===== src/rtl/axil_write_arbiter.sv =====
// Arbitrates NUM_REQ local write requesters onto one AXI-lite write master (AW/W/B).
// Define AXIL_WRITE_ARB_RR_EN for round-robin selection; otherwise lowest index wins.
module axil_write_arbiter #(
    parameter int NUM_REQ    = 4,
    parameter int ADDR_WIDTH = 4,
    parameter int DATA_WIDTH = 32
) (
    input  logic                          clk,
    input  logic                          rst,
    input  logic [NUM_REQ-1:0]            req_valid,
    input  logic [NUM_REQ*ADDR_WIDTH-1:0] req_addr,
    input  logic [NUM_REQ*DATA_WIDTH-1:0] req_data,
    output logic [NUM_REQ-1:0]            req_ready,
    output logic [NUM_REQ-1:0]            rsp_valid,
    output logic [1:0]                    rsp_resp,
    output logic [$clog2(NUM_REQ)-1:0]    grant_id,
    output logic                          busy,
    output logic [ADDR_WIDTH-1:0]         m_axi_awaddr,
    output logic                          m_axi_awvalid,
    input  logic                          m_axi_awready,
    output logic [DATA_WIDTH-1:0]         m_axi_wdata,
    output logic                          m_axi_wvalid,
    input  logic                          m_axi_wready,
    input  logic [1:0]                    m_axi_bresp,
    input  logic                          m_axi_bvalid,
    output logic                          m_axi_bready
);
    // state | meaning
    // IDLE  | no transaction; grant on any req_valid
    // WRITE | AW and W handshakes in flight, tracked independently
    // RESP  | bready high, waiting for the B response
    localparam int IDW = $clog2(NUM_REQ);

    typedef enum logic [1:0] {IDLE = 2'd0, WRITE = 2'd1, RESP = 2'd2} state_t;

    state_t                  state, state_nx;
    logic                    any_req;
    logic [IDW-1:0]          win;
    logic                    aw_fire, w_fire, aw_done, w_done, b_fire;
    logic                    awvalid_d, wvalid_d, bready_d;
    logic [ADDR_WIDTH-1:0]   awaddr_d;
    logic [DATA_WIDTH-1:0]   wdata_d;
    logic [IDW-1:0]          grant_d;
    logic [1:0]              resp_d;
    logic [NUM_REQ-1:0]      req_ready_d, rsp_valid_d;

    assign any_req = |req_valid;
    assign aw_fire = m_axi_awvalid & m_axi_awready;
    assign w_fire  = m_axi_wvalid & m_axi_wready;
    // a channel counts as done if it already completed or completes on this edge
    assign aw_done = ~m_axi_awvalid | m_axi_awready;
    assign w_done  = ~m_axi_wvalid | m_axi_wready;
    assign b_fire  = m_axi_bvalid & m_axi_bready;
    assign busy    = (state != IDLE);

`ifdef AXIL_WRITE_ARB_RR_EN
    localparam logic [IDW:0] RR_N = (IDW+1)'(NUM_REQ);
    logic [IDW-1:0] ptr;
    logic [IDW:0]   rr_idx;

    // walk from the farthest offset back to ptr so the nearest valid requester wins
    always_comb begin
        win    = '0;
        rr_idx = '0;
        for (int k = NUM_REQ - 1; k >= 0; k--) begin
            rr_idx = {1'b0, ptr} + (IDW+1)'(k);
            if (rr_idx >= RR_N) rr_idx = rr_idx - RR_N;
            if (req_valid[rr_idx[IDW-1:0]]) win = rr_idx[IDW-1:0];
        end
    end

    always_ff @(posedge clk or posedge rst) begin
        if (rst)
            ptr <= '0;
        else if (state == IDLE && any_req)
            ptr <= (win == IDW'(NUM_REQ - 1)) ? '0 : win + 1'b1;
    end
`else
    always_comb begin
        win = '0;
        for (int k = NUM_REQ - 1; k >= 0; k--)
            if (req_valid[k]) win = IDW'(k);
    end
`endif

    always_ff @(posedge clk or posedge rst) begin
        if (rst) begin
            state         <= IDLE;
            m_axi_awvalid <= 1'b0;
            m_axi_wvalid  <= 1'b0;
            m_axi_bready  <= 1'b0;
            m_axi_awaddr  <= '0;
            m_axi_wdata   <= '0;
            grant_id      <= '0;
            rsp_resp      <= 2'b00;
            req_ready     <= '0;
            rsp_valid     <= '0;
        end else begin
            state         <= state_nx;
            m_axi_awvalid <= awvalid_d;
            m_axi_wvalid  <= wvalid_d;
            m_axi_bready  <= bready_d;
            m_axi_awaddr  <= awaddr_d;
            m_axi_wdata   <= wdata_d;
            grant_id      <= grant_d;
            rsp_resp      <= resp_d;
            req_ready     <= req_ready_d;
            rsp_valid     <= rsp_valid_d;
        end
    end

    always_comb begin
        state_nx = state;
        case (state)
            IDLE:    if (any_req) state_nx = WRITE;
            WRITE:   if (aw_done && w_done) state_nx = RESP;
            RESP:    if (b_fire) state_nx = IDLE;
            default: state_nx = IDLE;
        endcase
    end

    always_comb begin
        awvalid_d   = m_axi_awvalid;
        wvalid_d    = m_axi_wvalid;
        bready_d    = m_axi_bready;
        awaddr_d    = m_axi_awaddr;
        wdata_d     = m_axi_wdata;
        grant_d     = grant_id;
        resp_d      = rsp_resp;
        req_ready_d = '0;
        rsp_valid_d = '0;
        case (state)
            IDLE: begin
                if (any_req) begin
                    awaddr_d         = req_addr[int'(win)*ADDR_WIDTH +: ADDR_WIDTH];
                    wdata_d          = req_data[int'(win)*DATA_WIDTH +: DATA_WIDTH];
                    awvalid_d        = 1'b1;
                    wvalid_d         = 1'b1;
                    grant_d          = win;
                    req_ready_d[win] = 1'b1;
                end
            end
            WRITE: begin
                if (aw_fire) awvalid_d = 1'b0;
                if (w_fire)  wvalid_d  = 1'b0;
                if (aw_done && w_done) bready_d = 1'b1;
            end
            RESP: begin
                if (b_fire) begin
                    bready_d              = 1'b0;
                    rsp_valid_d[grant_id] = 1'b1;
                    resp_d                = m_axi_bresp;
                end
            end
            default: ;
        endcase
    end

endmodule


===== config.mk =====
export PLATFORM = sky130hd
export DESIGN_NAME = axil_write_arbiter
export DESIGN_NICKNAME = d
export VERILOG_FILES = /design/src/rtl/axil_write_arbiter.sv
export SDC_FILE = /design/constraint.sdc
export NUM_CORES = 1
export LEC_CHECK = 0
export ABC_AREA = 1
export CAP_MARGIN = 20
export CORE_ASPECT_RATIO = 1.1
export CORE_UTILIZATION = 36
export CTS_CLUSTER_DIAMETER = 60
export DETAILED_ROUTE_END_ITERATION = 8
export GPL_ROUTABILITY_DRIVEN = 0
export PLACE_DENSITY = 0.83
export SKIP_LAST_GASP = 1
export SYNTH_ARGS = -nofsm -noshare
export SYNTH_HDL_FRONTEND = slang
export SYNTH_SLANG_ARGS = --single-unit

===== constraint.sdc =====
create_clock -name clk -period 2 [get_ports clk]
set_clock_uncertainty 0.1 [all_clocks]
set_input_delay 0.6 -clock clk [delete_from_list [all_inputs] [get_ports clk]]
set_output_delay 0.6 -clock clk [all_outputs]
set_load 0.01 [all_outputs]

* Word level (Yosys, flattened, before mapping) *
Index checks and enable logic that the tools add are counted.

storage, ports and cells
  output and inout bits = 52
  bits in registers = 53
  input port bits = 155
  logic and storage cells = 68

cells by class
  shift-type cells = 2
  reduce and logical (&&, ||, !) cells = 14
  eq/ne operators = 7
  bitwise gates (word level) = 7
  order comparisons = 4
  multiplexer cells = 24

operator list
  cell                                                                           count
  128-bit by 8-bit indexed part select with 32-bit output                        1
  4-bit two-way mux                                                              4
  16-bit by 5-bit indexed part select with 4-bit output                          1
  2-bit two-way mux                                                              7
  3-bit AND reduction                                                            4
  2-bit inequality test (second input constant)                                  5
  1-bit two-way mux                                                              7
  2-bit by 3-bit less-than comparator with 1-bit output (second input constant)  2
  1-bit one-hot mux with 2 select lines                                          3
  2-bit one-hot mux with 3 select lines                                          1
  2-bit nonzero test                                                             3
  1-bit demux with 2-bit select                                                  2
  2-bit by 1-bit >= comparator with 1-bit output (second input constant)         2
  2-bit AND reduction                                                            2
  4-bit OR reduction                                                             1
  1-bit AND                                                                      3
  1-bit logical AND                                                              3
  2-bit by 1-bit == test with 1-bit output (second input constant)               1
  2-bit == test (second input constant)                                          1
  2-bit logical NOT                                                              1
  1-bit inverter                                                                 2
  1-bit bitwise OR                                                               2

* Logic depth before layout (Yosys ltp) *
Gate-level depths: netlist of run 1.

  depth in word-level cells = 10
  depth in mapped cells = 10
  gate-level depth less buffers = 8

* Worst setup path after synthesis of run 1 *
Ideal clock, no wire load.

  kind = input to register
  start = input req_valid[2]
  end = register m_axi_wdata[25]
  stages = 10
  setup slack = 403 ps
  path buffers = 2
  library setup time = 117 ps
  arrival = 1,380 ps
  data required time = 1,783 ps
  cells stage by stage = inv_2 nand2_2 nand2_4 nand2_2 buf_6 buf_6 nand3_2 nand2_1 nor2_1 nor2_1

on the way
  longest elaborated chain between the ends = 4
  elaborated cells between the ends (all ways) = 6
  those cells by class = shift: 1; mux: 3; reduce/logical: 2

ends and longest elaborated chain
  what                                                     line  source
  start: declaration                                       10    input logic [NUM_REQ-1:0] req_valid,
  2-bit two-way mux (3 in a row)                           82    if (req_valid[k]) win = IDW'(k);
  128-bit by 8-bit indexed part select with 32-bit output  136   wdata_d = req_data[int'(win)*DATA_WIDTH +: DATA_WIDTH];
  end signal: assignment                                   104   m_axi_wdata <= wdata_d;
  end: declaration                                         21    output logic [DATA_WIDTH-1:0] m_axi_wdata,

Several ways; a longest one is shown, not always the timed one.
A chain may end at the register's enable or synchronous reset.

* Final worst setup path of run 1 *
  start = register m_axi_wdata[20]
  end = output m_axi_wdata[20]

No word-level cell between the ends.

==> metrics.txt, run 1 <==
run status finished clean; CP Cell Sequence clkdlybuf4s50_1; Worst Hold Class register to register; detailed-router iteration count before antenna repair 4; RSZ-0062 raised after global routing false; final antenna-violating net count 0; leading area contributor after synthesis dfrtp_1; Metal-1 WL 5056 µm; total track usage 0.2290; minimum clock period ~2.0 ns; Row Count 38; WL met2 about 6100 µm; final instance area just over 6000 µm²; Worst Path Class, Setup register to output pin; initial antenna violation count 0; per-cell routed wire length around 14 µm; Most used DFF post-synth dfrtp_1; post-synthesis sequential area ratio 0.3548; dpl hpwl 9604 µm; remaining global-route overflow 0; Initial Util 0.3744; Critical Path AT 1.26 ns; synthesis-to-finish area growth 63.72%; Area after DPL ~6000 µm²; Comb power frac 0.566; Finished Core Util 0.6130; Max Used Layer met4; synthesized area per cell between 6 and 7 µm²; CTS tree yes; ys async rst share 1.000; vias in the first global route approximately 4300; CP Capture Type output pin; Post-Place Cells roughly 860; root buf cell clkbuf_8; Int Pwr around 3.5 mW; WP depth 1; Switching Share 0.3843; smallest setup slack after layout about 0.039 ns; Max H-tree Level 2; Detailed Route Iter0 Violations 239; Via Count 4442; largest net degree at the start of global routing 54; synthesized cell area 3739 µm²; Multi-input gate area between 1500 and 2000 µm²; fin crit share 0.9807; Clock Power Share 0.113; # setup viols final 0; max cap viols 0; WHS Path Cells 1; P per Cell Area 924.2 nW/µm²; Clock Latency Late Sink ~0.31 ns; Synth top area share 0.3548; CP Max Fanout 2; Syn Nets 702; Warnings, synthesis 0; leak pwr between 2 and 3 nW; top-count cell post-synth nand2_1; I/O pin cnt about 210; dpl ws -0.2532 ns; Seq cells post-synth between 50 and 60; P_sw approximately 2.2 mW; Crit path required time about 1.3 ns; core footprint 9985 µm²; slowest CP cell clkdlybuf4s50_1; Die H 108.9 µm; CTS Sinks 53; final wirelength between 10000 and 15000 µm; clk buf depth 2; EDFF count, synth 0; Reg power frac 0.321; peak supply drop roughly 0.43 mV; Slew @ Worst Pin ~0.41 ns; highest achievable clock rate roughly 0.51 GHz; Slew Viols, Final 0; share of cells above drive strength 1 0.09346; Startpoint Class register; Die ar. ~11000 µm²; vias per inst 5.112; Nets 903; Ant. Diodes 0; CP peak stage delay roughly 0.55 ns; Synth area leaders dfrtp_1, nand2_1, nand3_1, nor2_1, nand4_1; Post-Layout Cell Count roughly 870; R2R cell count 7; leading cell types by count after synthesis nand2_1, nor2_1, nand3_1; Worst Path Buf+Inv 1; fillcell total between 800 and 900; # DRC 0; clk slew on worst S/H paths approximately 0.10 ns; Reg area ~1300 µm²; length of routed met3 wiring 819 µm; IO Port Bufs between 200 and 250; Inserted Clock Buffers 5; cell family with most CP delay buffers and inverters; Horiz. Die Dim between 90 and 100 µm; Slew HR 0.7287; Syn Inst Count 547; first-pass GRT wire length around 20000 µm; count of final hold-check violations 0; post-synth cell types 24
[sequential cells by signal (all words and copies together) (netlist names), 2 cells and up]
register / flops
m_axi_awaddr: 4
rsp_resp: 2
state: 2
rsp_valid: 4
grant_id: 2
req_ready: 4
m_axi_wdata: 32
[cells by family after synthesis]
logic type      Yosys count  synth area share
compound gates            7           0.01539
buf+inv                  94            0.1325
flops                    53            0.3548
simple gates            393            0.4973
[power by group through the flow]
stage | clock (mW) | combinational (mW) | sequential (mW)
after floorplan | 0 | 1.35 | 2.03
after global placement | 0 | 3.11 | 1.81
after detailed placement | 0 | 3.21 | 1.84
after CTS | 0.658 | 3.20 | 1.82
after global routing | 0.701 | 3.50 | 1.88
final | 0.638 | 3.20 | 1.81
[repair_timing]
action                     4_1_cts  5_1_grt
setup buffers                    0        2
pin swaps                        0        1
resized for setup                1        4
setup endpoints to repair        1       15
hold buffers                     0        0
[final cells by class]
cell class,count,area share
Inverter,53,0.03250
Clock buffer,5,0.01124
Sequential cell,53,0.2167
Tap cell,120,0.02453
Timing Repair Buffer,235,0.3976
Multi-Input combinational cell,400,0.3132
Clock inverter,3,0.004293
[per-stage QoR]
step / hold slack, ns / TNS, ns / power [mW]
floorplan: 0.3988 / 0 / 3.379
global placement: 0.3534 / -6.312 / 4.927
detailed placement: 0.3837 / -8.114 / 5.045
CTS: 0.3990 / 0 / 5.677
global route: 0.4111 / 0 / 6.081
finish: 0.3749 / 0 / 5.657
[cells in the final DEF (no fill, tap or decap)]
cell type and instances:
clkdlybuf4s50_1 200, nand2_1 123, nor2_1 111, nand3_1 90
dfrtp_1 53, inv_1 49, nand4_1 35, nand3_2 20
buf_4 17, buf_12 12, nor3_1 5, clkbuf_8 5
inv_2 4, dlymetal6s2s_1 4, nand2_2 3, nor2_4 2
a22oi_1 2, o21ai_1 2, clkinv_4 2, a31oi_4 1
nand2_4 1, nand2_8 1, o22ai_1 1, a21oi_1 1
nand3b_1 1, nor4_1 1, inv_6 1, buf_2 1
dlygate4sd2_1 1
[layer usage]
layer,vias up,global-route usage
met3,38,0.04038
met2,201,0.4176
met5,-,0
met4,0,0.1008
li1,2152,-
met1,2051,0.2638
[path summary, 6_finish.rpt]
path                                        startpoint                           to  slack (ns)
setup / recovery           m_axi_wdata[20]$_DFFE_PP0P_              m_axi_wdata[20]        0.04
setup reg to reg                  state[0]$_DFFE_PP0P_  m_axi_awaddr[0]$_DFFE_PP0P_        0.43
min in group asynchronous                          rst   m_axi_wdata[7]$_DFFE_PP0P_        0.55
hold / removal                 grant_id[0]$_DFFE_PP0P_       rsp_valid[2]$_DFF_PP0_        0.37
hold reg to reg                grant_id[0]$_DFFE_PP0P_       rsp_valid[2]$_DFF_PP0_        0.37
max in group asynchronous                          rst  m_axi_wdata[18]$_DFFE_PP0P_        1.02
Note: power is estimated with default switching activity, not from simulation.
==> run 2: changes to the inputs <==
CTS_CLUSTER_DIAMETER = unset   (was 60)
RECOVER_POWER = 100   (was unset)
==> run 2 against run 1 <==
  * Wire length is 0.69% lower
  * Final cell count unchanged
  * Combinational power about the same
  * Power is 0.50% lower
  * First-iteration DRC count shrank 3.8%
  * Design area fell by 1.1%
  * Sequential cell count is the same
  * Register-to-register slack about the same
  * Maximum frequency about the same
  * Non-clock buffer count is the same
  * Utilization is 0.65 points lower
  * Hold slack improved by 0.00066 ns
==> metrics.txt, run 2 (synthesis results as in run 1) <==
run status finished clean; Post-CTS Hold Buffers 0 (unchanged); dpl hpwl 9604 µm (unchanged); CP Cell Sequence clkdlybuf4s50_1; FF-to-FF End m_axi_awaddr[0]$_DFFE_PP0P_; P per Cell Area 929.4 nW/µm² (+0.57%); Row Count 38 (unchanged); minimum clock period 1.961 ns (-0.0001045 ns); CP Max Fanout 2 (unchanged); Worst Path Buf+Inv 1 (unchanged); IO Port Bufs 206 (unchanged); Worst Hold Class register to register; Die ar. 10800 µm² (unchanged); Slew Viols, Final 0 (unchanged); highest achievable clock rate 0.5099 GHz (about the same); CP Capture Type output pin; Initial Util 0.3744 (unchanged); core footprint 9985 µm² (unchanged); fin crit share 0.9806 (about the same); synthesis-to-finish area growth 61.98%; vias in the first global route 4346 (unchanged); Post-Layout Cell Count 869 (unchanged); Hold Crit Start grant_id[0]$_DFFE_PP0P_; dpl ws -0.2532 ns (unchanged); clk slew on worst S/H paths 0.11 ns (about the same); R2R cell count 7 (unchanged); WHS Path Cells 1 (unchanged); worst hold slack 0.3756 ns (+0.0006560 ns); Max H-tree Level 2 (unchanged); Slew HR 0.5279 (-0.2008); I/O pin cnt 207 (unchanged); initial antenna violation count 0 (unchanged); detailed-router iteration count before antenna repair 4 (unchanged); count of final hold-check violations 0 (unchanged); clk buf depth 2 (unchanged); Worst Path Class, Setup register to output pin; fillcell total 908 (+1.6%); Hold EP rsp_valid[2]$_DFF_PP0_; max cap viols 0 (unchanged); register-to-register setup slack 0.44 ns (about the same); final wirelength 12320 µm (-0.69%); Crit path required time 1.30 ns (about the same); Inserted Clock Buffers 5 (unchanged); Clock Latency Late Sink 0.31 ns (about the same); Critical Path AT 1.26 ns (about the same); Startpoint Class register; root buf cell clkbuf_8; commonest non-fill, non-tap cell in the layout clkdlybuf4s50_1; max FFs per register 32 (unchanged); RSZ-0062 raised after global routing false; remaining global-route overflow 0 (unchanged); Detailed Route Iter0 Violations 230 (-3.8%); CTS tree yes; leak pwr 2.803 nW (-2.4%); Largest Register m_axi_wdata; largest net degree at the start of global routing 54 (unchanged); Slew @ Worst Pin 0.7081 ns (+0.3012 ns); Ant. Diodes 0 (unchanged); critical register-to-register path startpoint state[0]$_DFFE_PP0P_; Post-Place Cells 859 (unchanged); CP peak stage delay 0.55 ns (about the same); # DRC 0 (unchanged); vias per inst 5.122 (+0.20%); final antenna-violating net count 0 (unchanged); peak supply drop 0.4262 mV (-0.39%); # setup viols final 0 (unchanged); per-cell routed wire length 14.18 µm (-0.69%); slowest CP cell clkdlybuf4s50_1; CTS Sinks 53 (unchanged); commonest non-fill, non-tap cells in the layout clkdlybuf4s50_1, nand2_1, nor2_1; Nets 903 (unchanged); total track usage 0.2290 (unchanged); Via Count 4451 (+0.20%); smallest setup slack after layout 0.03873 ns (+0.0001045 ns); share of cells above drive strength 1 0.08411 (-0.009346); Horiz. Die Dim 99.17 µm (unchanged); Die H 108.9 µm (unchanged); first-pass GRT wire length 19720 µm (unchanged); cell family with most CP delay buffers and inverters; Finished Core Util 0.6065 (-0.006517)
-- run 2: cell types whose count changed in the layout (fill, tap and decap cells not counted), moves of 2 or more --
cell / delta
buf_4: -4
clkbuf_1: +4
clkbuf_4: +2
clkdlybuf4s25_1: +2
clkdlybuf4s50_1: -3
dlygate4sd3_1: +3
dlymetal6s2s_1: -4
nand3_1: +4
nand3_2: -4
-- run 2: area by class of cell --
class,instances,area (µm²),share of cell area
inverter,53,198.9,0.03285
clock inverter,3,26.28,0.004339
tap,120,150.1,0.02479
multi-input combinational,400,1897,0.3132
timing repair buffer,235,2389,0.3944
sequential,53,1326,0.2190
clock buffer,5,68.82,0.01136
-- run 2: worst register-to-register path: stages (launching register included) --
cell	delay, ns
dfrtp_1	0.39
inv_1	0.08
nand2_2	0.12
a31oi_4	0.24
buf_12	0.23
nand2_1	0.09
nor2_1	0.14
nor2_1	0.06
-- run 2: worst max-delay path by stage --
stage / depth (start not counted) / slack [ns] / endpoint / start
final: 1 / 0.04 / m_axi_wdata[20] / m_axi_wdata[20]$_DFFE_PP0P_
after global routing: 9 / 0.009 / m_axi_wdata[28]$_DFFE_PP0P_ / req_valid[1]
after CTS: 1 / 0.02 / grant_id[0] / grant_id[0]$_DFFE_PP0P_
after detailed placement: 9 / -0.25 / m_axi_awaddr[0]$_DFFE_PP0P_ / req_valid[0]
after global placement: 9 / -0.21 / m_axi_awaddr[0]$_DFFE_PP0P_ / req_valid[1]
after floorplan: 1 / 0.01 / grant_id[0]$_DFFE_PP0P_ / rst
-- run 2: routing by layer --
| layer | part of all wire | vias up | GRT usage |
|---|---|---|---|
| met2 | 0.51 | 193 | 0.4176 |
| met5 | 0 | - | 0 |
| met1 | 0.40 | 2074 | 0.2638 |
| met4 | 0.028 | 0 | 0.1008 |
| met3 | 0.065 | 32 | 0.04038 |
| li1 | - | 2152 | - |
-- run 2: through the flow --
stage	TNS, ns	cell area, µm²	power [mW]
after floorplan	0	3739	3.379
after global placement	-6.312	6002	4.927
after detailed placement	-8.114	6002	5.045
after CTS	0	6096	5.677
after global routing	0	6056	6.057
final	0	6056	5.629
-- run 2: what timing repair did --
action | CTS | global route
pin swaps | 0 | 1
gates resized for setup | 1 | 4
setup endpoints to repair | 1 | 15
setup buffers | 0 | 2
-- run 2: where the power goes --
group / internal, mW / switching (mW)
registers: 1.55 / 0.263
clock network: 0.256 / 0.383
logic: 1.66 / 1.52
==> run 3: changes to the inputs <==
CORE_ASPECT_RATIO = 1.5   (was 1.1)
SKIP_CTS_REPAIR_TIMING = 1   (was unset)
==> run 3 against run 2 <==
  * Maximum frequency down 0.24%
  * Combinational power up 2%
  * Sequential cell count unchanged
  * Critical path depth unchanged
  * Largest power group unchanged
  * Clock-buffer cell count unchanged
  * Critical endpoint is now m_axi_wvalid
==> metrics.txt, run 3 (synthesis results as in run 1) <==
run status finished clean; share of cells above drive strength 1 0.08289 (-0.001224); Slew HR 0.5047 (-0.02323); Initial Util 0.3689 (-0.005547); # setup viols final 0 (unchanged); vias in the first global route 4503 (+3.6%); Crit path required time 1.30 ns (about the same); Via Count 4436 (-0.34%); P per Cell Area 966.6 nW/µm² (+4.0%); leak pwr 2.880 nW (+2.8%); RSZ-0062 raised after global routing false; smallest setup slack after layout 0.03410 ns (-0.004625 ns); fin crit share 0.9829 (+0.002312); IO Port Bufs 206 (unchanged); Die H 126.8 µm (+16%); dpl hpwl 9603 µm (about the same); clk buf depth 2 (unchanged); CP peak stage delay 0.60 ns (+0.05 ns); highest achievable clock rate 0.5087 GHz (-0.24%); max cap viols 0 (unchanged); Clock Power Share 0.147 (+0.033); largest net degree at the start of global routing 41 (-24%); Ant. Diodes 0 (unchanged); root buf cell clkbuf_16; CTS Sinks 53 (unchanged); final wirelength 12700 µm (+3.1%); total track usage 0.2385 (+0.009474); max FFs per register 32 (unchanged); Clock Latency Late Sink 0.29 ns (-0.02 ns); fillcell total 892 (-1.8%); # DRC 0 (unchanged); CP Cell Sequence dlygate4sd3_1; per-cell routed wire length 14.69 µm (+3.6%); cell family with most CP delay buffers and inverters; vias per inst 5.128 (+0.12%); P_sw 2.227 mW (+2.8%); Slew Viols, Final 0 (unchanged); Die ar. 10800 µm² (about the same); Worst Path Buf+Inv 1 (unchanged); Reg area 1326 µm² (unchanged); peak supply drop 0.4575 mV (+7.4%); Nets 902 (-0.11%); detailed-router iteration count before antenna repair 4 (unchanged); dpl ws -0.2773 ns (-0.02414 ns); remaining global-route overflow 0 (unchanged); CP Max Fanout 2 (unchanged); final antenna-violating net count 0 (unchanged); Horiz. Die Dim 85.21 µm (-14%); Worst Path Class, Setup register to output pin; minimum clock period 1.966 ns (+0.004625 ns); I/O pin cnt 207 (unchanged); Detailed Route Iter0 Violations 174 (-24%); core footprint 10130 µm² (+1.5%); count of final hold-check violations 0 (unchanged); Inserted Clock Buffers 5 (unchanged); final instance area 6150 µm² (+1.5%); synthesis-to-finish area growth 64.49%; Reg power frac 0.309 (-0.013); CTS tree yes; slowest CP cell dlygate4sd3_1; initial antenna violation count 0 (unchanged); Row Count 45 (+18%); Comb power frac 0.544 (-0.020); Worst Hold Class register to register; CP Capture Type output pin; Startpoint Class register; clk slew on worst S/H paths 0.07 ns (-0.04 ns); first-pass GRT wire length 20640 µm (+4.7%); Largest Register m_axi_wdata; Critical Path AT 1.27 ns (about the same); Max H-tree Level 2 (unchanged); Switching Share 0.3747 (-0.01025); commonest non-fill, non-tap cell in the layout clkdlybuf4s50_1; Multi-input gate area 1907 µm² (+0.53%); Area after DPL 5968 µm² (-0.56%); Int Pwr 3.717 mW (+7.4%); Slew @ Worst Pin 0.7430 ns (+0.03484 ns); commonest non-fill, non-tap cells in the layout clkdlybuf4s50_1, nand2_1, nor2_1
-- run 3: changes by cell type in the layout (fill, tap and decap cells not counted), sizes merged --
| cell | delta |
|---|---|
| dlygate4sd2 | -1 |
| clkdlybuf4s25 | -1 |
| dlymetal6s2s | +2 |
| clkdlybuf4s50 | -10 |
| dlygate4sd3 | +12 |
| clkinvlp | +2 |
| inv | +1 |
| clkinv | -3 |
| buf | -3 |
-- run 3: through the flow --
stage / util / TNS [ns] / total power, mW / cells / hold slack, ns
after CTS: 0.6038 / -0.02812 / 5.940 / 860 / 0.3776
after global routing: 0.6068 / 0 / 6.374 / 865 / 0.3822
after global placement: 0.5889 / -7.680 / 4.937 / 852 / 0.3539
after floorplan: - / 0 / 3.379 / 547 / 0.3988
after detailed placement: 0.5889 / -10.20 / 5.041 / 852 / 0.3586
final: 0.6068 / 0 / 5.944 / 865 / 0.3695
-- run 3: layout make-up --
cell class / instances / share of cell area
Inverter: 53 / 0.03235
Timing Repair Buffer: 234 / 0.3935
Multi-Input combinational cell: 400 / 0.3101
Clock buffer: 5 / 0.02035
Tap cell: 117 / 0.02380
Sequential cell: 53 / 0.2157
Clock inverter: 3 / 0.004273
-- run 3: power by group through the flow --
| stage | Clock [mW] | Combinational, mW | Sequential, mW |
|---|---|---|---|
| floorplan | 0 | 1.35 | 2.03 |
| global placement | 0 | 3.10 | 1.83 |
| detailed placement | 0 | 3.18 | 1.86 |
| CTS | 0.904 | 3.19 | 1.84 |
| global route | 0.944 | 3.54 | 1.89 |
| finish | 0.873 | 3.24 | 1.83 |
-- run 3: worst paths after layout --
check | from | endpoint | slack (ns) | cells after the start
setup / recovery | m_axi_wvalid$_DFFE_PP0P_ | m_axi_wvalid | 0.03 | 1
hold / removal | rsp_resp[1]$_DFFE_PP0P_ | rsp_resp[1]$_DFFE_PP0P_ | 0.37 | 2
setup reg to reg | state[1]$_DFFE_PP0P_ | m_axi_wdata[19]$_DFFE_PP0P_ | 0.27 | 8
hold reg to reg | rsp_resp[1]$_DFFE_PP0P_ | rsp_resp[1]$_DFFE_PP0P_ | 0.37 | 2
max in group asynchronous | rst | m_axi_wdata[15]$_DFFE_PP0P_ | 0.44 | 3
min in group asynchronous | rst | m_axi_wdata[5]$_DFFE_PP0P_ | 0.82 | 3
-- run 3: layer usage --
| layer | vias up | GRT usage | share of wire |
|---|---|---|---|
| li1 | 2157 | - | - |
| met1 | 2051 | 0.2538 | 0.36 |
| met2 | 188 | 0.4431 | 0.55 |
| met3 | 40 | 0.03643 | 0.060 |
| met4 | 0 | 0.1306 | 0.038 |
| met5 | - | 0 | 0 |
==> variant (flow settings as in run 1) <==
`m_axi_awaddr` and `m_axi_wdata` no longer have a reset.
--- a/src/rtl/axil_write_arbiter.sv
+++ b/src/rtl/axil_write_arbiter.sv
@@ -89,8 +89,6 @@
             m_axi_awvalid <= 1'b0;
             m_axi_wvalid  <= 1'b0;
             m_axi_bready  <= 1'b0;
-            m_axi_awaddr  <= '0;
-            m_axi_wdata   <= '0;
             grant_id      <= '0;
             rsp_resp      <= 2'b00;
             req_ready     <= '0;
@@ -100,13 +98,16 @@
             m_axi_awvalid <= awvalid_d;
             m_axi_wvalid  <= wvalid_d;
             m_axi_bready  <= bready_d;
-            m_axi_awaddr  <= awaddr_d;
-            m_axi_wdata   <= wdata_d;
             grant_id      <= grant_d;
             rsp_resp      <= resp_d;
             req_ready     <= req_ready_d;
             rsp_valid     <= rsp_valid_d;
         end
+    end
+
+    always_ff @(posedge clk) begin
+        m_axi_awaddr <= awaddr_d;
+        m_axi_wdata  <= wdata_d;
     end
 
     always_comb begin
Function: changed (a bounded check fails within 4 cycles, from zero or initial values and one cycle with rst high).
==> variant against run 1 <==
Worst hold slack improved by 16 ps; critical path type unchanged; sequential cell count unchanged; area after synthesis fell by 15%; power shrank 22%; routed wire length down 8.4%; sequential power decreased by 3%; largest cell class unchanged; clock power down 4.5%; via count shrank 15%; design area shrank 8.1%; utilization rose by 5.2 points; worst setup slack lost 6.0 ps.
==> variant: results <==
INSERT INTO impl_metrics (metric_group, metric, value, unit) VALUES
('final_layout', 'fin_cells', '716', ''),
('power_and_ir_drop', 'power.ir.vdd_worst', '350', 'uV'),
('grt', 'globalRouteTotalUtil', '24.7', '%'),
('critical_path', 'dominant_delay_contributor_by_cell_family_on_the_critical_path', 'flip-flops', ''),
('timing', 'timing_worst_slew_pin_value', '284', 'ps'),
('route', 'drt-pass1-iter-count', '5', ''),
('synthesis', 'syn-num-nets', '554', ''),
('synthesis', 'synth_async_sr_flop_share', '32.1', '%'),
('synthesis', 'yosysUniqueCellTypes', '23', ''),
('grt', 'first_pass_grt_wire_length', '17900', 'um'),
('power_and_ir_drop', 'totalPowerFinal', '0.00443', 'W'),
('power_and_ir_drop', 'leakagePower', '2.36', 'nW'),
('synthesis', 'synth_compound_gate_area_share', '1.26', '%'),
('status', 'run_status', 'completed', ''),
('placed_design', 'placement.cell_area', '0.00552', 'sq mm'),
('critical_path', 'reg2regPathDepth', '5', ''),
('final_layout', 'num-nets-final', '759', ''),
('critical_path', 'timing.reg2reg.setup_slack', '540', 'ps'),
('synthesis', 'synth_edf_count', '36', ''),
('placed_design', 'dp_hpwl', '8780', 'um'),
('critical_path', 'worstPathMaxFanout', '5', ''),
('critical_path', 'crit_path_max_incr_delay', '430', 'ps'),
('grt', 'number_of_global_route_vias_before_repair', '3730', ''),
('critical_path', 'worst_path_max_delay_cell', 'dfrtp_1', ''),
('clock_tree', 'cts.repair_timing.setup_buffer_count', '1', '');
==> variant: cell count changes after synthesis, moves of 3 or more <==
| cell | delta |
|---|---|
| buf_2 | +12 |
| buf_4 | -19 |
| buf_6 | -5 |
| clkbuf_1 | +3 |
| dfrtp_1 | -36 |
| edfxtp_1 | +36 |
| nand2_1 | -67 |
| nand3_1 | +55 |
| nand3_2 | -20 |
| nor2_1 | -105 |
==> variant: worst min path at each step <==
stage                                    to  slack [ps]  cells past startpoint                     from
floorplan           rsp_resp[0]$_DFFE_PP0P_         410                      2  rsp_resp[0]$_DFFE_PP0P_
global placement    rsp_resp[0]$_DFFE_PP0P_         360                      2  rsp_resp[0]$_DFFE_PP0P_
detailed placement  rsp_resp[0]$_DFFE_PP0P_         370                      2  rsp_resp[0]$_DFFE_PP0P_
CTS                 rsp_resp[0]$_DFFE_PP0P_         390                      2  rsp_resp[0]$_DFFE_PP0P_
global route        rsp_resp[0]$_DFFE_PP0P_         430                      2  rsp_resp[0]$_DFFE_PP0P_
finish              rsp_resp[0]$_DFFE_PP0P_         390                      2  rsp_resp[0]$_DFFE_PP0P_
==> variant: cell type report <==
class | instances | area [sq um]
Clock inverter | 3 | 17.5
Multi-Input combinational cell | 260 | 1310
Sequential cell | 53 | 1510
Timing Repair Buffer | 232 | 2380
Inverter | 52 | 199
Clock buffer | 5 | 68.8
Fill cell | 673 | 2830
Tap cell | 111 | 139
==> variant: cells by family (layout without fill, tap and decap cells) <==
group	Yosys count	in the layout
compound gates	7	7
buf+inv	86	292
flops	53	53
simple gates	253	253
==> variant: routing by layer <==
metal,GRT usage [%],share of wire (%),vias up
met2,46.0,52,215
met4,9.65,3.2,0
met1,27.5,36,1721
met3,5.15,9.1,28
met5,0,0,-
li1,-,-,1797
